## config.mk

```make
export PLATFORM = sky130hd
export DESIGN_NAME = expr_field_cmp
export DESIGN_NICKNAME = d
export VERILOG_FILES = /design/src/rtl/expr_chk_pkg.sv /design/src/rtl/expr_field_cmp.sv
export SDC_FILE = /design/constraint.sdc
export NUM_CORES = 1
export LEC_CHECK = 0
export ABC_AREA = 1
export CAP_MARGIN = 30
export CORE_MARGIN = 4
export CORE_UTILIZATION = 28
export DETAILED_ROUTE_END_ITERATION = 8
export PLACE_DENSITY = 0.95
export SYNTH_ARGS = -nofsm -noshare
export SYNTH_HDL_FRONTEND = slang
export SYNTH_SLANG_ARGS = --single-unit
```

## constraint.sdc

```tcl
create_clock -name vclk -period 3
set_clock_uncertainty 0.15 [all_clocks]
set_input_delay 0.6 -clock vclk [all_inputs]
set_output_delay 0.6 -clock vclk [all_outputs]
set_load 0.05 [all_outputs]
```

## src/rtl/expr_chk_pkg.sv

```systemverilog
// Shared constants, state encoding and fold helper for the expression result checker.
package expr_chk_pkg;

    localparam int RES_W      = 90;
    localparam int NUM_FIELDS = 18;

    localparam logic [31:0] DEF_SIG_SEED = 32'hFFFFFFFF;
    localparam logic [31:0] DEF_SIG_POLY = 32'h04C11DB7;

    // y0 sits at the MSB end; widths cycle 4,5,6.
    localparam int FIELD_LSB [NUM_FIELDS] = '{86, 81, 75, 71, 66, 60, 56, 51, 45,
                                              41, 36, 30, 26, 21, 15, 11,  6,  0};
    localparam int FIELD_W   [NUM_FIELDS] = '{ 4,  5,  6,  4,  5,  6,  4,  5,  6,
                                               4,  5,  6,  4,  5,  6,  4,  5,  6};

    typedef enum logic [1:0] {IDLE, RUN, DRAIN, DONE} state_t;

    function automatic logic [31:0] fold(input logic [RES_W-1:0] y);
        return y[31:0] ^ y[63:32] ^ {6'b0, y[89:64]};
    endfunction

endpackage

```

## src/rtl/expr_field_cmp.sv

```systemverilog
// Per-field mismatch mask over a packed result pair plus lowest-index priority encoder.
module expr_field_cmp
    import expr_chk_pkg::*;
(
    input  logic [RES_W-1:0]      a,
    input  logic [RES_W-1:0]      b,
    output logic [NUM_FIELDS-1:0] mask,
    output logic [4:0]            first_field
);

    logic [RES_W-1:0] diff;
    assign diff = a ^ b;

    for (genvar i = 0; i < NUM_FIELDS; i++) begin : g_field
        localparam logic [RES_W-1:0] FMASK =
            ((RES_W'(1) << FIELD_W[i]) - RES_W'(1)) << FIELD_LSB[i];
        assign mask[i] = |(diff & FMASK);
    end

    // Scan high to low so the lowest set index is the last one written.
    always_comb begin
        first_field = '0;
        for (int i = NUM_FIELDS - 1; i >= 0; i--)
            if (mask[i]) first_field = 5'(i);
    end

endmodule

```

==> flow_metrics.py, run 1 <==
metrics = {
    "run_status": {
        "status": "finished, violations left",
        "failed_checks": "negative setup slack",
    },
    "power": {
        "power_total_uw": 517,
        "max-vdd-ir-drop_mv": 0.0707,
        "leakagePower_uw": 0.00223,
        "power-per-cell-area_mw_per_mm2": 119,
    },
    "final_layout": {
        "nets": 724,
        "layout.filler_cells": 365,
        "post_route_cells_drive_above_1_share": 0.404,
        "register_area_um2": 0,
        "layout-area-overhead-vs-synth_pct": 184,
        "layout.sequential_cells": 0,
        "area_taken_by_multi_input_logic_gates_mm2": 0.00164,
        "clock_buffer_count": 0,
        "final_util": 0.834,
    },
    "synthesis": {
        "synthCells": 278,
        "mappedNetlistNets": 458,
        "yosys_warnings": 0,
        "post_synth_instance_area_mm2": 0.00153,
        "share_of_synthesized_area_occupied_by_flip_flops_and_latches": 0,
        "yosys.cell_types.count": 23,
        "syn-mean-instance-area_um2": 5.50,
    },
    "sta": {
        "hold_slack_ns": 1.74,
        "rel_slew_slack": 0.798,
        "achievable-frequency_mhz": 323,
        "setup_total_negative_slack_ns": -0.144,
        "rsz0062_at_grt": "yes",
        "timing.final.crit_period_ns": 3.10,
        "tightest_slew_ns": 0.301,
        "maxSlewViolCount": 0,
        "finalHoldViolations": 0,
        "part_of_the_cycle_the_worst_path_needs": 1.03,
        "final_critical_path_setup_slack_ns": -0.0974,
        "finalSetupViolations": 3,
    },
    "routing": {
        "routed_wl_um": 8790,
        "dr_vias_cell": 4.52,
        "vias": 2768,
        "post-route-drc-count": 0,
        "antenna_violating_nets_post_route": 0,
        "post_detailed_route_wirelength_per_cell_um": 14.3,
        "detailedRoute.firstPassIterationCount": 4,
        "dr.first_iter.drc_count": 44,
    },
    "floorplanning": {
        "placeableCoreArea_mm2": 0.00520,
        "dieHeight_um": 81.9,
        "io_pins": 203,
        "initial_core_utilization": 0.294,
        "fp.dieW_um": 81.9,
        "std_cell_rows": 26,
        "die_area_mm2": 0.00671,
    },
    "place": {
        "placer_congestion": 0.852,
        "dp_hpwl_um": 7090,
        "io_buffers": 203,
        "setup_slack_at_placement_ns": -0.407,
    },
    "global_routing": {
        "globalRouteTotalUtil": 0.233,
        "antenna_found_initial": 0,
        "grt_first_pass_wirelength_um": 12300,
        "overflow": 0,
        "first_global_vias": 2948,
        "pin_count_of_the_biggest_net_entering_global_routing": 5,
    },
    "critical_path": {
        "worst_setup_path_end_kind": "output pin",
        "path_class": "primary input to output pin",
        "critPathArrivalTime_ns": 2.35,
        "critPathMaxFanout": 2,
        "critical_path_source_type": "primary input",
        "cp_data_required_time_ns": 2.25,
    },
    "hold_path": {
        "hp_class": "primary input to output pin",
    },
    "flow_run": {
        "maxCapViolations": 0,
    },
}
==> logic make-up (layout without fill, tap and decap cells) <==
group,after synthesis,in the layout,synth area share
buf+inv,64,328,0.157
compound gates,11,11,0.0458
simple gates,140,140,0.437
xor+xnor,63,63,0.361
other cells,0,1,0
==> cells in the final DEF, fill, tap and decap left out, types with 2 or more instances in the layout <==
master and n:
sky130_fd_sc_hd__clkdlybuf4s15_1 10, sky130_fd_sc_hd__buf_8 2, sky130_fd_sc_hd__and3_4 3, sky130_fd_sc_hd__clkbuf_2 29, sky130_fd_sc_hd__a211oi_2 2, sky130_fd_sc_hd__or2_1 2, sky130_fd_sc_hd__inv_2 13, sky130_fd_sc_hd__buf_6 13
sky130_fd_sc_hd__nor2_4 8, sky130_fd_sc_hd__dlymetal6s2s_1 10, sky130_fd_sc_hd__nor3b_2 2, sky130_fd_sc_hd__a21oi_2 3, sky130_fd_sc_hd__buf_4 68, sky130_fd_sc_hd__nor2_2 8, sky130_fd_sc_hd__nor2_1 17, sky130_fd_sc_hd__nor4_4 3
sky130_fd_sc_hd__nand2_2 11, sky130_fd_sc_hd__nand2_1 60, sky130_fd_sc_hd__xor2_2 5, sky130_fd_sc_hd__inv_4 4, sky130_fd_sc_hd__xnor2_2 3, sky130_fd_sc_hd__xnor2_1 31, sky130_fd_sc_hd__and3_1 3, sky130_fd_sc_hd__clkdlybuf4s50_1 45
sky130_fd_sc_hd__buf_12 12, sky130_fd_sc_hd__nand3_1 2, sky130_fd_sc_hd__nand3_2 3, sky130_fd_sc_hd__nor3_2 3, sky130_fd_sc_hd__nand4_1 6, sky130_fd_sc_hd__inv_1 47, sky130_fd_sc_hd__nand3_4 3, sky130_fd_sc_hd__o21a_1 3
sky130_fd_sc_hd__buf_2 13, sky130_fd_sc_hd__xor2_1 23, sky130_fd_sc_hd__nor3_4 2, sky130_fd_sc_hd__dlygate4sd2_1 62
==> path summary, 6_finish.rpt <==
path / start / end / cells after the start
max: b[25] / first_field[1] / 11
min: a[58] / mask[6] / 6
==> cell type report <==
cell class | instances | share of cell area
repair buffers | 264 | 0.543
multi-input cells | 214 | 0.379
inverters | 64 | 0.0577
well taps | 70 | 0.0202
diodes | 1 | 0.000577
==> synth_stat cells (3+ instances only) <==
| master | n | area share |
|---|---|---|
| sky130_fd_sc_hd__xnor2_1 | 34 | 0.19 |
| sky130_fd_sc_hd__o21a_1 | 3 | 0.015 |
| sky130_fd_sc_hd__a21oi_1 | 4 | 0.013 |
| sky130_fd_sc_hd__nand4_1 | 6 | 0.025 |
| sky130_fd_sc_hd__nand3_1 | 7 | 0.023 |
| sky130_fd_sc_hd__nor2_1 | 33 | 0.081 |
| sky130_fd_sc_hd__nand2_1 | 71 | 0.17 |
| sky130_fd_sc_hd__xor2_1 | 29 | 0.17 |
| sky130_fd_sc_hd__nor3b_1 | 4 | 0.020 |
| sky130_fd_sc_hd__inv_2 | 4 | 0.0098 |
| sky130_fd_sc_hd__inv_1 | 60 | 0.15 |
| sky130_fd_sc_hd__nor3_2 | 3 | 0.020 |
| sky130_fd_sc_hd__and3_1 | 6 | 0.025 |
==> layer usage <==
| layer | vias up | track usage | share of wire | wire length (µm) |
|---|---|---|---|---|
| li1 | 1355 | - | - | - |
| met1 | 1242 | 0.186 | 0.29 | 2580 |
| met2 | 141 | 0.518 | 0.58 | 5100 |
| met3 | 30 | 0.0504 | 0.091 | 800 |
| met4 | 0 | 0.0897 | 0.036 | 313 |
| met5 | - | 0 | 0 | 0 |
==> through the flow <==
stage / instance area (µm²) / instances
final: 4340 / 613
after global routing: 4340 / 612
after CTS: 4260 / 606
after detailed placement: 3990 / 580
after global placement: 3990 / 580
after floorplan: 1560 / 278
==> what timing repair did <==
item,in CTS,in global routing
pin swaps,111,82
gates resized for setup,249,123
hold buffers,0,0
setup buffers,26,9
gates cloned,0,0
endpoints found under the setup margin,5,6
hold endpoints to repair,0,0
==> where the power goes <==
part / switching, µW / leakage (µW) / internal, µW
sequential: 0 / 0 / 0
clock: 0 / 0.00000000634 / 0.0000446
combinational: 223 / 0.00223 / 294
total: 223 / 0.00223 / 294
==> worst max-delay path: stages <==
cell and delay (ns):
sky130_fd_sc_hd__buf_8 0.10, sky130_fd_sc_hd__xor2_4 0.18, sky130_fd_sc_hd__nor4_4 0.33, sky130_fd_sc_hd__buf_4 0.18, sky130_fd_sc_hd__inv_4 0.04, sky130_fd_sc_hd__o31ai_4 0.23, sky130_fd_sc_hd__nand2_2 0.09, sky130_fd_sc_hd__a21oi_2 0.15
sky130_fd_sc_hd__a21oi_2 0.09, sky130_fd_sc_hd__nor3_4 0.19, sky130_fd_sc_hd__buf_12 0.16
No activity file was read; power rests on OpenSTA's default activity.
==> run 2, diff against run 1 <==
==> constraint.sdc (replaced) <==
create_clock -name vclk -period 3
set_clock_uncertainty 0.15 [all_clocks]
set_input_delay 0.75 -clock vclk [all_inputs]
set_output_delay 0.75 -clock vclk [all_outputs]
set_load 0.05 [all_outputs]
==> run 2 against run 1 <==
Compared with the run above:
- the flow still finishes with violations (negative setup slack)
- combinational power is 0.8% higher
- non-clock buffer count is 14 lower
- highest routed layer unchanged
- utilization is 1.7 points lower
- final area is 2.0% lower
- largest power group unchanged
==> flow_metrics.py, run 2 (synthesized netlist as in run 1, its figures left out) <==
metrics = {
    "power": {
        "clock_share_of_power": 0,
        "sequentialPowerShare": 0,
        "internal-power_uw": 286,
        "comb_power_share": 1.000,
        "leakagePower_uw": 0.00213,
        "power_total_uw": 521,
        "max-vdd-ir-drop_mv": 0.0831,
        "power.switching_uw": 235,
        "switching_portion_of_total_power": 0.451,
        "power-per-cell-area_mw_per_mm2": 122,
    },
    "sta": {
        "finalSetupViolations": 5,
        "timing.final.crit_period_ns": 3.39,
        "tightest_slew_ns": 0.316,
        "rsz0062_at_grt": "yes",
        "rel_slew_slack": 0.788,
        "setup_total_negative_slack_ns": -1.51,
        "final_critical_path_setup_slack_ns": -0.391,
        "achievable-frequency_mhz": 295,
        "part_of_the_cycle_the_worst_path_needs": 1.13,
        "finalHoldViolations": 0,
        "maxSlewViolCount": 0,
    },
    "floorplanning": {
        "io_pins": 203,
        "initial_core_utilization": 0.294,
        "die_area_mm2": 0.00671,
        "fp.dieW_um": 81.9,
        "placeableCoreArea_mm2": 0.00520,
        "dieHeight_um": 81.9,
        "std_cell_rows": 26,
    },
    "global_routing": {
        "pin_count_of_the_biggest_net_entering_global_routing": 5,
        "overflow": 0,
        "first_global_vias": 3059,
        "grt_first_pass_wirelength_um": 13000,
        "globalRouteTotalUtil": 0.251,
        "antenna_found_initial": 0,
    },
    "critical_path": {
        "worstSetupEndpoint": "first_field[0]",
        "cp_data_required_time_ns": 2.10,
        "critPathMaxFanout": 2,
        "critical_path_source_type": "primary input",
        "cpPeakStageDelay_ns": 0.22,
        "crit_path_start": "a[28]",
        "cp_cell_sequence": "clkdlybuf4s15_1 -> xor2_2 -> nor4_4 -> buf_4 -> nand2_1 -> nand2_1 -> nand2_2 -> nand2_1 -> nand2_1 -> nand2_1 -> nand2_1 -> nand2_1 -> nand2_1 -> nand2_1 -> nand2_2 -> a21oi_4 -> buf_12",
        "worst_setup_path_end_kind": "output pin",
        "cp_common_cell": "sky130_fd_sc_hd__nand2_1",
        "critPathArrivalTime_ns": 2.49,
        "cp_slowest_cell": "sky130_fd_sc_hd__clkdlybuf4s15_1",
        "path_class": "primary input to output pin",
    },
    "final_layout": {
        "final_cell_area_mm2": 0.00425,
        "register_area_um2": 0,
        "nets": 710,
        "clock_buffer_count": 0,
        "area_taken_by_multi_input_logic_gates_mm2": 0.00168,
        "mostFrequentLayoutCells": "sky130_fd_sc_hd__nand2_1, sky130_fd_sc_hd__dlygate4sd2_1, sky130_fd_sc_hd__buf_4, sky130_fd_sc_hd__inv_1, sky130_fd_sc_hd__buf_2",
        "post_route_cells_drive_above_1_share": 0.436,
        "layout.sequential_cells": 0,
        "layout-area-overhead-vs-synth_pct": 178,
        "final_util": 0.817,
        "layout.filler_cells": 353,
        "final_common_cell": "sky130_fd_sc_hd__nand2_1",
    },
    "place": {
        "io_buffers": 203,
        "placer_congestion": 0.779,
        "post_dp_cell_area_mm2": 0.00406,
        "dp_hpwl_um": 7260,
        "setup_slack_at_placement_ns": -0.759,
    },
    "routing": {
        "vias": 2726,
        "post-route-drc-count": 0,
        "highest_layer": "met4",
        "antenna_violating_nets_post_route": 0,
        "routed_wl_um": 9670,
        "detailedRoute.firstPassIterationCount": 4,
        "dr_vias_cell": 4.54,
        "dr.first_iter.drc_count": 45,
        "post_detailed_route_wirelength_per_cell_um": 16.1,
        "routed-wl-met2_um": 5500,
        "routed_length_on_met3_um": 946,
        "wl_met1_um": 2760,
    },
    "hold_path": {
        "hp_class": "primary input to output pin",
    },
    "run_status": {
        "status": "finished, violations left",
        "failed_checks": "negative setup slack",
    },
    "clocking": {
        "holdBufCountCts": 0,
    },
    "flow_run": {
        "maxCapViolations": 0,
    },
}
==> run 2: power by group through the flow <==
stage | Combinational [µW] | Clock, µW | Sequential (µW)
after floorplan | 182 | 0 | 0
after global placement | 496 | 0 | 0
after detailed placement | 514 | 0 | 0
after CTS | 490 | 0 | 0
after global routing | 556 | 0 | 0
final | 521 | 0.0000894 | 0
==> run 2: layout make-up <==
| cell class | instances | share of cell area |
|---|---|---|
| inverter | 64 | 0.0582 |
| multi-input combinational | 214 | 0.396 |
| tap | 70 | 0.0206 |
| antenna | 2 | 0.00118 |
| timing repair buffer | 250 | 0.524 |
==> run 2: timing repair <==
item | CTS | global route
endpoints found under the setup margin | 11 | 8
endpoints found under the hold margin | 0 | 0
gates resized for setup | 359 | 77
pin swaps | 126 | 67
buffers inserted | 17 | 2
==> run 2: how the worst min path moves through the flow <==
stage / startpoint / to / slack (ns) / cells past startpoint
finish: b[17] / mask[14] / 1.90 / 7
detailed placement: a[35] / mask[11] / 2.27 / 5
global route: a[16] / mask[14] / 1.96 / 7
CTS: a[16] / mask[14] / 1.91 / 7
global placement: b[34] / mask[11] / 2.21 / 5
floorplan: a[65] / mask[5] / 1.67 / 3
==> run 2: worst max-delay path: cells and delay by family <==
| kind | cells | cell delay, ns |
|---|---|---|
| AND/OR/NAND/NOR | 12 | 0.81 |
| buffers and inverters | 3 | 0.54 |
| XOR/XNOR | 1 | 0.21 |
| AO/OA/AOI/OAI | 1 | 0.15 |
==> run 2: through the flow <==
stage,hold slack (ns),std cells
floorplan,1.67,278
global placement,2.21,580
detailed placement,2.27,580
CTS,1.91,597
global route,1.96,598
finish,1.90,600
==> run 2: metal layers <==
metal / track usage / vias to the layer above
met4: 0.120 / 0
li1: - / 1323
met3: 0.0636 / 38
met1: 0.185 / 1208
met2: 0.561 / 157
met5: 0 / -
==> run 3, diff against run 2 <==
==> constraint.sdc (replaced) <==
create_clock -name vclk -period 3
set_clock_uncertainty 0.15 [all_clocks]
set_input_delay 0.6 -clock vclk [all_inputs]
set_output_delay 0.6 -clock vclk [all_outputs]
set_load 0.05 [all_outputs]
==> results of run 3 <==
The final DEF is identical to that of run 1; final timing and power are the same.
